## config.mk

```make
export PLATFORM = sky130hd
export DESIGN_NAME = hazard_unit
export DESIGN_NICKNAME = d
export VERILOG_FILES = /design/src/rtl/hazard_unit.sv
export SDC_FILE = /design/constraint.sdc
export NUM_CORES = 1
export LEC_CHECK = 0
export ABC_AREA = 1
export CORE_MARGIN = 1.5
export CORE_UTILIZATION = 46
export DETAILED_ROUTE_END_ITERATION = 10
export PLACE_DENSITY = 0.82
export SYNTH_ARGS = -nofsm -noshare
export SYNTH_HDL_FRONTEND = slang
export SYNTH_SLANG_ARGS = --single-unit
```

## constraint.sdc

```tcl
create_clock -name clk -period 2.8 [get_ports clk]
set_clock_uncertainty 0.1 [all_clocks]
set_input_delay 0.84 -clock clk [delete_from_list [all_inputs] [get_ports clk]]
set_output_delay 0.84 -clock clk [all_outputs]
set_load 0.02 [all_outputs]
```

## src/rtl/hazard_unit.sv

```systemverilog
// Pipeline hazard unit: operand forwarding select, load-use / interlock stall
// sequencing with a RUN/HOLD bubble FSM, and saturating stall/flush counters.
module hazard_unit #(
  parameter int REG_ADDR_W = 5,
  parameter int FWD_EN     = 1,
  parameter int LOAD_LAT   = 1,
  parameter int CNT_W      = 16
) (
  input  logic                  clk,
  input  logic                  rst,
  input  logic [REG_ADDR_W-1:0] Rs1D,
  input  logic [REG_ADDR_W-1:0] Rs2D,
  input  logic [REG_ADDR_W-1:0] Rs1E,
  input  logic [REG_ADDR_W-1:0] Rs2E,
  input  logic [REG_ADDR_W-1:0] RdE,
  input  logic [REG_ADDR_W-1:0] RdM,
  input  logic [REG_ADDR_W-1:0] RdW,
  input  logic                  RegWriteE,
  input  logic                  RegWriteM,
  input  logic                  RegWriteW,
  input  logic [1:0]            ResultSrcE,
  input  logic                  PCSrcE,
  input  logic                  cnt_clr,
  output logic                  StallF,
  output logic                  StallD,
  output logic                  FlushD,
  output logic                  FlushE,
  output logic [1:0]            ForwardAE,
  output logic [1:0]            ForwardBE,
  output logic [CNT_W-1:0]      stall_cnt,
  output logic [CNT_W-1:0]      flush_cnt,
  output logic                  o_dbg_state
);

  typedef enum logic {RUN = 1'b0, HOLD = 1'b1} state_t;

  localparam logic [2:0] BUB_INIT = 3'(LOAD_LAT - 1);
  localparam bit         USE_HOLD = (FWD_EN != 0) && (LOAD_LAT > 1);

  state_t           r_state, w_state_nxt;
  logic [2:0]       r_bub_cnt, w_bub_nxt;
  logic [CNT_W-1:0] r_stall_cnt, r_flush_cnt;
  logic             w_lu_fwd, w_lu_ilk, w_lu_det;

  // x0 is hard-wired zero, so it never creates a dependency.
  function automatic logic match(input logic [REG_ADDR_W-1:0] rd,
                                 input logic                  we,
                                 input logic [REG_ADDR_W-1:0] rs);
    return we && (rd != '0) && (rd == rs);
  endfunction

  always_comb begin
    ForwardAE = 2'b00;
    ForwardBE = 2'b00;
    if (FWD_EN != 0) begin
      if (match(RdM, RegWriteM, Rs1E))      ForwardAE = 2'b10;
      else if (match(RdW, RegWriteW, Rs1E)) ForwardAE = 2'b01;
      if (match(RdM, RegWriteM, Rs2E))      ForwardBE = 2'b10;
      else if (match(RdW, RegWriteW, Rs2E)) ForwardBE = 2'b01;
    end
  end

  assign w_lu_fwd = (ResultSrcE == 2'b01) &&
                    (match(RdE, RegWriteE, Rs1D) || match(RdE, RegWriteE, Rs2D));
  assign w_lu_ilk = match(RdE, RegWriteE, Rs1D) || match(RdE, RegWriteE, Rs2D) ||
                    match(RdM, RegWriteM, Rs1D) || match(RdM, RegWriteM, Rs2D) ||
                    match(RdW, RegWriteW, Rs1D) || match(RdW, RegWriteW, Rs2D);
  assign w_lu_det = (FWD_EN != 0) ? w_lu_fwd : w_lu_ilk;

  // Branch flush beats any stall; reset forces the controls low regardless of state.
  always_comb begin
    StallF      = 1'b0;
    StallD      = 1'b0;
    FlushD      = 1'b0;
    FlushE      = 1'b0;
    w_state_nxt = r_state;
    w_bub_nxt   = r_bub_cnt;
    if (PCSrcE) begin
      FlushD      = 1'b1;
      FlushE      = 1'b1;
      w_state_nxt = RUN;
      w_bub_nxt   = 3'd0;
    end else if (r_state == HOLD) begin
      StallF = 1'b1;
      StallD = 1'b1;
      FlushE = 1'b1;
      if (r_bub_cnt <= 3'd1) begin
        w_state_nxt = RUN;
        w_bub_nxt   = 3'd0;
      end else begin
        w_bub_nxt = r_bub_cnt - 3'd1;
      end
    end else if (w_lu_det) begin
      StallF = 1'b1;
      StallD = 1'b1;
      FlushE = 1'b1;
      if (USE_HOLD) begin
        w_state_nxt = HOLD;
        w_bub_nxt   = BUB_INIT;
      end
    end
    if (!rst) begin
      StallF = 1'b0;
      StallD = 1'b0;
      FlushD = 1'b0;
      FlushE = 1'b0;
    end
  end

  always_ff @(posedge clk) begin
    if (!rst) begin
      r_state   <= RUN;
      r_bub_cnt <= 3'd0;
    end else begin
      r_state   <= w_state_nxt;
      r_bub_cnt <= w_bub_nxt;
    end
  end

  always_ff @(posedge clk) begin
    if (!rst || cnt_clr) begin
      r_stall_cnt <= '0;
      r_flush_cnt <= '0;
    end else begin
      if (StallD && (r_stall_cnt != '1)) r_stall_cnt <= r_stall_cnt + 1'b1;
      if (PCSrcE && (r_flush_cnt != '1)) r_flush_cnt <= r_flush_cnt + 1'b1;
    end
  end

  assign stall_cnt   = r_stall_cnt;
  assign flush_cnt   = r_flush_cnt;
  assign o_dbg_state = logic'(r_state);

endmodule

```

* Yosys cells after proc, flatten, opt, wreduce, memory -nomap -nowiden
Index checks and enable logic that the tools add are counted.
** Word-level totals
- Flip-flop bits (word level) :: 36
- Bits of input ports :: 44
- Output and inout bits :: 41
** Cells by class
- Muxes and demuxes :: 14
- Add/subtract/negate cells :: 3
- Reduce and logical (&&, ||, !) cells :: 20
- Order comparisons :: 1
- Equal/unequal tests :: 9
- Bitwise logic cells :: 2
** Operators by type and width (count)
- 16-bit by 1-bit adder with 16-bit output (second input constant) :: 2
- 16-bit inequality test (second input constant) :: 2
- 5-bit equality test :: 6
- 5-bit nonzero test :: 3
- 1-bit logical AND :: 12
- 1-bit two-way mux :: 11
- 2-bit two-way mux :: 2
- 3-bit by 1-bit <= comparator with 1-bit output (second input constant) :: 1
- 3-bit two-way mux :: 1
- 3-bit OR reduction :: 1
- 3-bit by 1-bit subtractor with 3-bit output (second input constant) :: 1
- 2-bit by 1-bit equality test with 1-bit output (second input constant) :: 1
- 1-bit logical OR :: 2
- 1-bit NOT :: 2
- 2-bit OR reduction :: 1
- 1-bit logical NOT :: 1

* Depth between registers and ports, before layout
- Depth in word-level cells :: 10
- Gate-level depth with buffers :: 12
- Mapped depth without buffers :: 12

* Worst setup path after synthesis
Ideal clock, no wire load.
- Path kind :: input port to output port
- Start point :: input RdM[0]
- End point :: output ForwardAE[0]
- Arrival :: 2080 ps
- Data required time :: 1860 ps
- Path slack :: -220 ps
- Buffers on the path :: 0
- Stages on the path :: 4
- Cells stage by stage :: xnor2_1 -> nand3_1 -> nor4_1 -> nor2_1
** Between the ends
- Cells in the longest elaborated chain, start to end :: 4
- Elaborated cells between the ends (all ways) :: 5
** RTL lines
- start: declaration :: RTL line 16 : input logic [REG_ADDR_W-1:0] RdM,
- 5-bit nonzero test
- 1-bit logical AND
- 1-bit logical AND (*) :: RTL line 49 : return we && (rd != '0) && (rd == rs);
- 2-bit two-way mux (*) :: RTL line 56 : if (match(RdM, RegWriteM, Rs1E)) ForwardAE = 2'b10;
- end: declaration :: RTL line 28 : output logic [1:0] ForwardAE,
Mark *: on every way between the ends. The rest lies on a longest branch, timed or not.

* Final worst setup path
- Start point :: input RdM[1]
- End point :: output ForwardBE[0]
** Between the ends
- Cells in the longest elaborated chain, start to end :: 4
- Elaborated cells between the ends (all ways) :: 5
** RTL lines
- 5-bit nonzero test
- 1-bit logical AND
- 1-bit logical AND (*) :: RTL line 49
- 2-bit two-way mux (*) :: RTL line 58 : if (match(RdM, RegWriteM, Rs2E)) ForwardBE = 2'b10;
- end: declaration :: RTL line 29 : output logic [1:0] ForwardBE,
Marked as above.

==> summary.md <==
| Metric | Value |
|---|---|
| Final Hold Slack | `0.4017 ns` |
| Share of the yosys chip area belonging to registers | `28.51%` |
| RSZ-0062 raised after global routing | `yes` |
| Synthesized area | `2527 µm²` |
| Peak Freq | `0.3450 GHz` |
| Largest net degree at the start of global routing | `20` |
| Vias in the first global route | `2617` |
| Worst Path Arrival | `1.96 ns` |
| WS Path Type | `in -> out` |
| Number of remaining DRC errors | `0` |
| Met1 Track Usage GR | `28.19%` |
| Final hold viol count | `0` |
| Leakage power | `1.499 nW` |
| Worst-path clk slew | `0.08 ns` |
| Grt total ovfl | `0` |
| Antenna-violating nets left | `0` |
| Cell Pwr Density | `297.1 nW/µm²` |
| Total Routing Usage GR | `22.96%` |
| CP max FO | `2` |
| Synth Flop Type | `dfxtp_1` |
| Placed Area | `3551 µm²` |
| Post-CTS Hold Buffers | `0` |
| Synth Net Count | `433` |
| Yosys Warn Count | `0` |
| # IOs | `85` |
| Share of layout cells above drive strength 1 | `20.25%` |
| Max Cap Viol | `0` |
| Clock tree buffer depth | `2` |
| Tmin final | `2.898 ns` |
| Final core utilization | `71.25%` |
| Clock Latency Late Sink | `0.29 ns` |
| Synth area leader | `dfxtp_1` |
| Fin cells | `554` |
| Avg WL per Cell | `12.24 µm` |
| Tightest Hold Check Type | `reg -> reg` |
| Nets@finish | `531` |
| Sink Count | `36` |
| Area contributors post-synth | `dfxtp_1, nand2_1, inv_1, xnor2_1, xor2_1` |
| Unique masters post-synth | `30` |
| Dpl hpwl | `5198 µm` |
| Failing checks | `negative setup slack` |
| Post-Syn Instances | `385` |
| Post-route worst setup slack | `-0.09815 ns` |
| Status | `finished, violations left` |
| Setup violators final | `4` |
| Avg Cell Area, Syn | `6.565 µm²` |
| Final WL | `6783 µm` |
| Initial antenna violation count | `0` |
| Critical Path RT | `1.86 ns` |
| Gpl congestion | `0.9106` |
| # rows | `26` |
| Die W | `77.13 µm` |
| CP Launch Type | `primary input` |
| Diodes inserted | `0` |
| Met3 Usage GRT | `4.524%` |
| Area growth syn-to-layout | `46.73%` |
| Num CTS Buffers | `5` |
| Pre-CTS setup slack | `-0.8876 ns` |
| Fin area | `3709 µm²` |
| Die Ht | `77.13 µm` |
| Cells after DPL | `544` |
| Grt met2 use | `40.61%` |
| Detailed Route Iter0 Violations | `236` |
| Final worst-path cycle share | `103.5%` |
| Drt pass-1 iters | `4` |
| Core area | `5205 µm²` |
| Worst slew pin tran | `0.4847 ns` |
| Most numerous cell in the Yosys netlist | `nand2_1` |
| Initial Utilization | `48.56%` |
| Synth cell count leaders | `nand2_1, inv_1, nor2_1, dfxtp_1, nand4_1` |
| Die ar. | `5948 µm²` |
| Clock root buffer master | `clkbuf_8` |
| Asr flop ratio synth | `0%` |
| EDFF count, synth | `0` |
| Final-report max-slew violation count | `0` |
| VDD IR max | `0.1831 mV` |
| CTS tree | `yes` |
| Global-route wire length before repair | `11370 µm` |
| CTS H-tree depth | `2` |
| Port Buffers | `84` |
| Top cell type's share of synthesized area | `28.51%` |
| Slew Limit Headroom | `67.44%` |
| Drt via density | `5.096` |
| Synthesized flop and latch total | `36` |
| Busiest grt layer | `met2` |
| Kind of end point of the critical path | `output port` |
| Via count | `2823` |
## routing by layer
layer | up-vias | part of all wire, %
li1 | 1448 | -
met1 | 1260 | 43
met2 | 109 | 50
met3 | 6 | 6.7
met4 | 0 | 0.86
met5 | - | 0
## critical path, cell delays in order
cell	delay (ns)
buf_6	0.09
or2_4	0.26
o41ai_4	0.30
buf_4	0.17
nor4_4	0.04
nor2_2	0.13
buf_6	0.12
## where the power goes
part           switching, mW  internal [mW]  leakage (nW)
Clock                  0.193          0.200        0.0445
Sequential           0.00107          0.513         0.290
Combinational         0.0988         0.0967          1.16
Total                  0.292          0.809          1.50
## final timing paths
path | startpoint | endpoint | slack, ns | depth (start not counted)
setup / recovery | RdM[1] | ForwardBE[0] | -0.1 | 7
hold / removal | flush_cnt[8] | flush_cnt[8] | 0.40 | 2
setup reg to reg | stall_cnt[0] | stall_cnt[0] | 0.65 | 8
hold reg to reg | flush_cnt[8] | flush_cnt[8] | 0.40 | 2
## registers in the layout, indices dropped and copies added, names as in the netlist
signal and flops:
flush_cnt 16, stall_cnt 16, r_bub_cnt 3, o_dbg_state 1
## final cells by class
type,instances,area (µm²)
fillers,429,1496
multi-input cells,285,1687
clock inverters,1,7.507
repair buffers,100,908.4
flip-flops and latches,36,720.7
well taps,70,87.58
inverters,55,211.5
clock buffers,7,86.33
## placed cells by master, fill, tap and decap left out, types with 2 or more instances in the layout
master and instances:
nor2_1 34, clkbuf_2 4, buf_2 9, nor2_2 3, buf_6 13, nand2_1 86
a21oi_1 18, nand2_2 8, a21oi_2 9, clkbuf_8 6, xnor2_1 16, o21ai_0 14
xnor2_2 2, nand4_1 23, inv_4 2, buf_4 18, dfxtp_1 36, or2_4 2
inv_1 46, nor4_4 2, clkdlybuf4s50_1 35, a31oi_1 2, clkdlybuf4s15_2 2, inv_2 6
dlygate4sd2_1 15, nor3_1 11, ha_1 4, nand3_1 20, xor2_1 17
## timing repair
item | CTS | global route
resized for setup | 149 | 49
gates cloned | 0 | 0
setup buffers | 2 | 0
endpoints found under the setup margin | 8 | 7
pin swaps | 36 | 22
hold endpoints to repair | 0 | 0
## metrics by stage
stage	setup TNS, ns	power, mW
CTS	-0.1736	1.093
global route	-0.6031	1.150
finish	-0.1979	1.102
global placement	-5.726	0.7083
floorplan	0	0.6027
detailed placement	-6.677	0.7121
## cells by family (layout without fill, tap and decap cells)
| kind of cell | Yosys count | after routing | synth area share (%) |
|---|---|---|---|
| XOR/XNOR | 35 | 35 | 12.13 |
| adder cells (fa/ha/maj) | 4 | 4 | 1.980 |
| AND/OR/NAND/NOR | 196 | 196 | 35.20 |
| AO/OA/AOI/OAI | 50 | 50 | 11.98 |
| flip-flops | 36 | 36 | 28.51 |
| buffers and inverters | 64 | 163 | 10.20 |
Note: power is estimated with default switching activity, not from simulation.
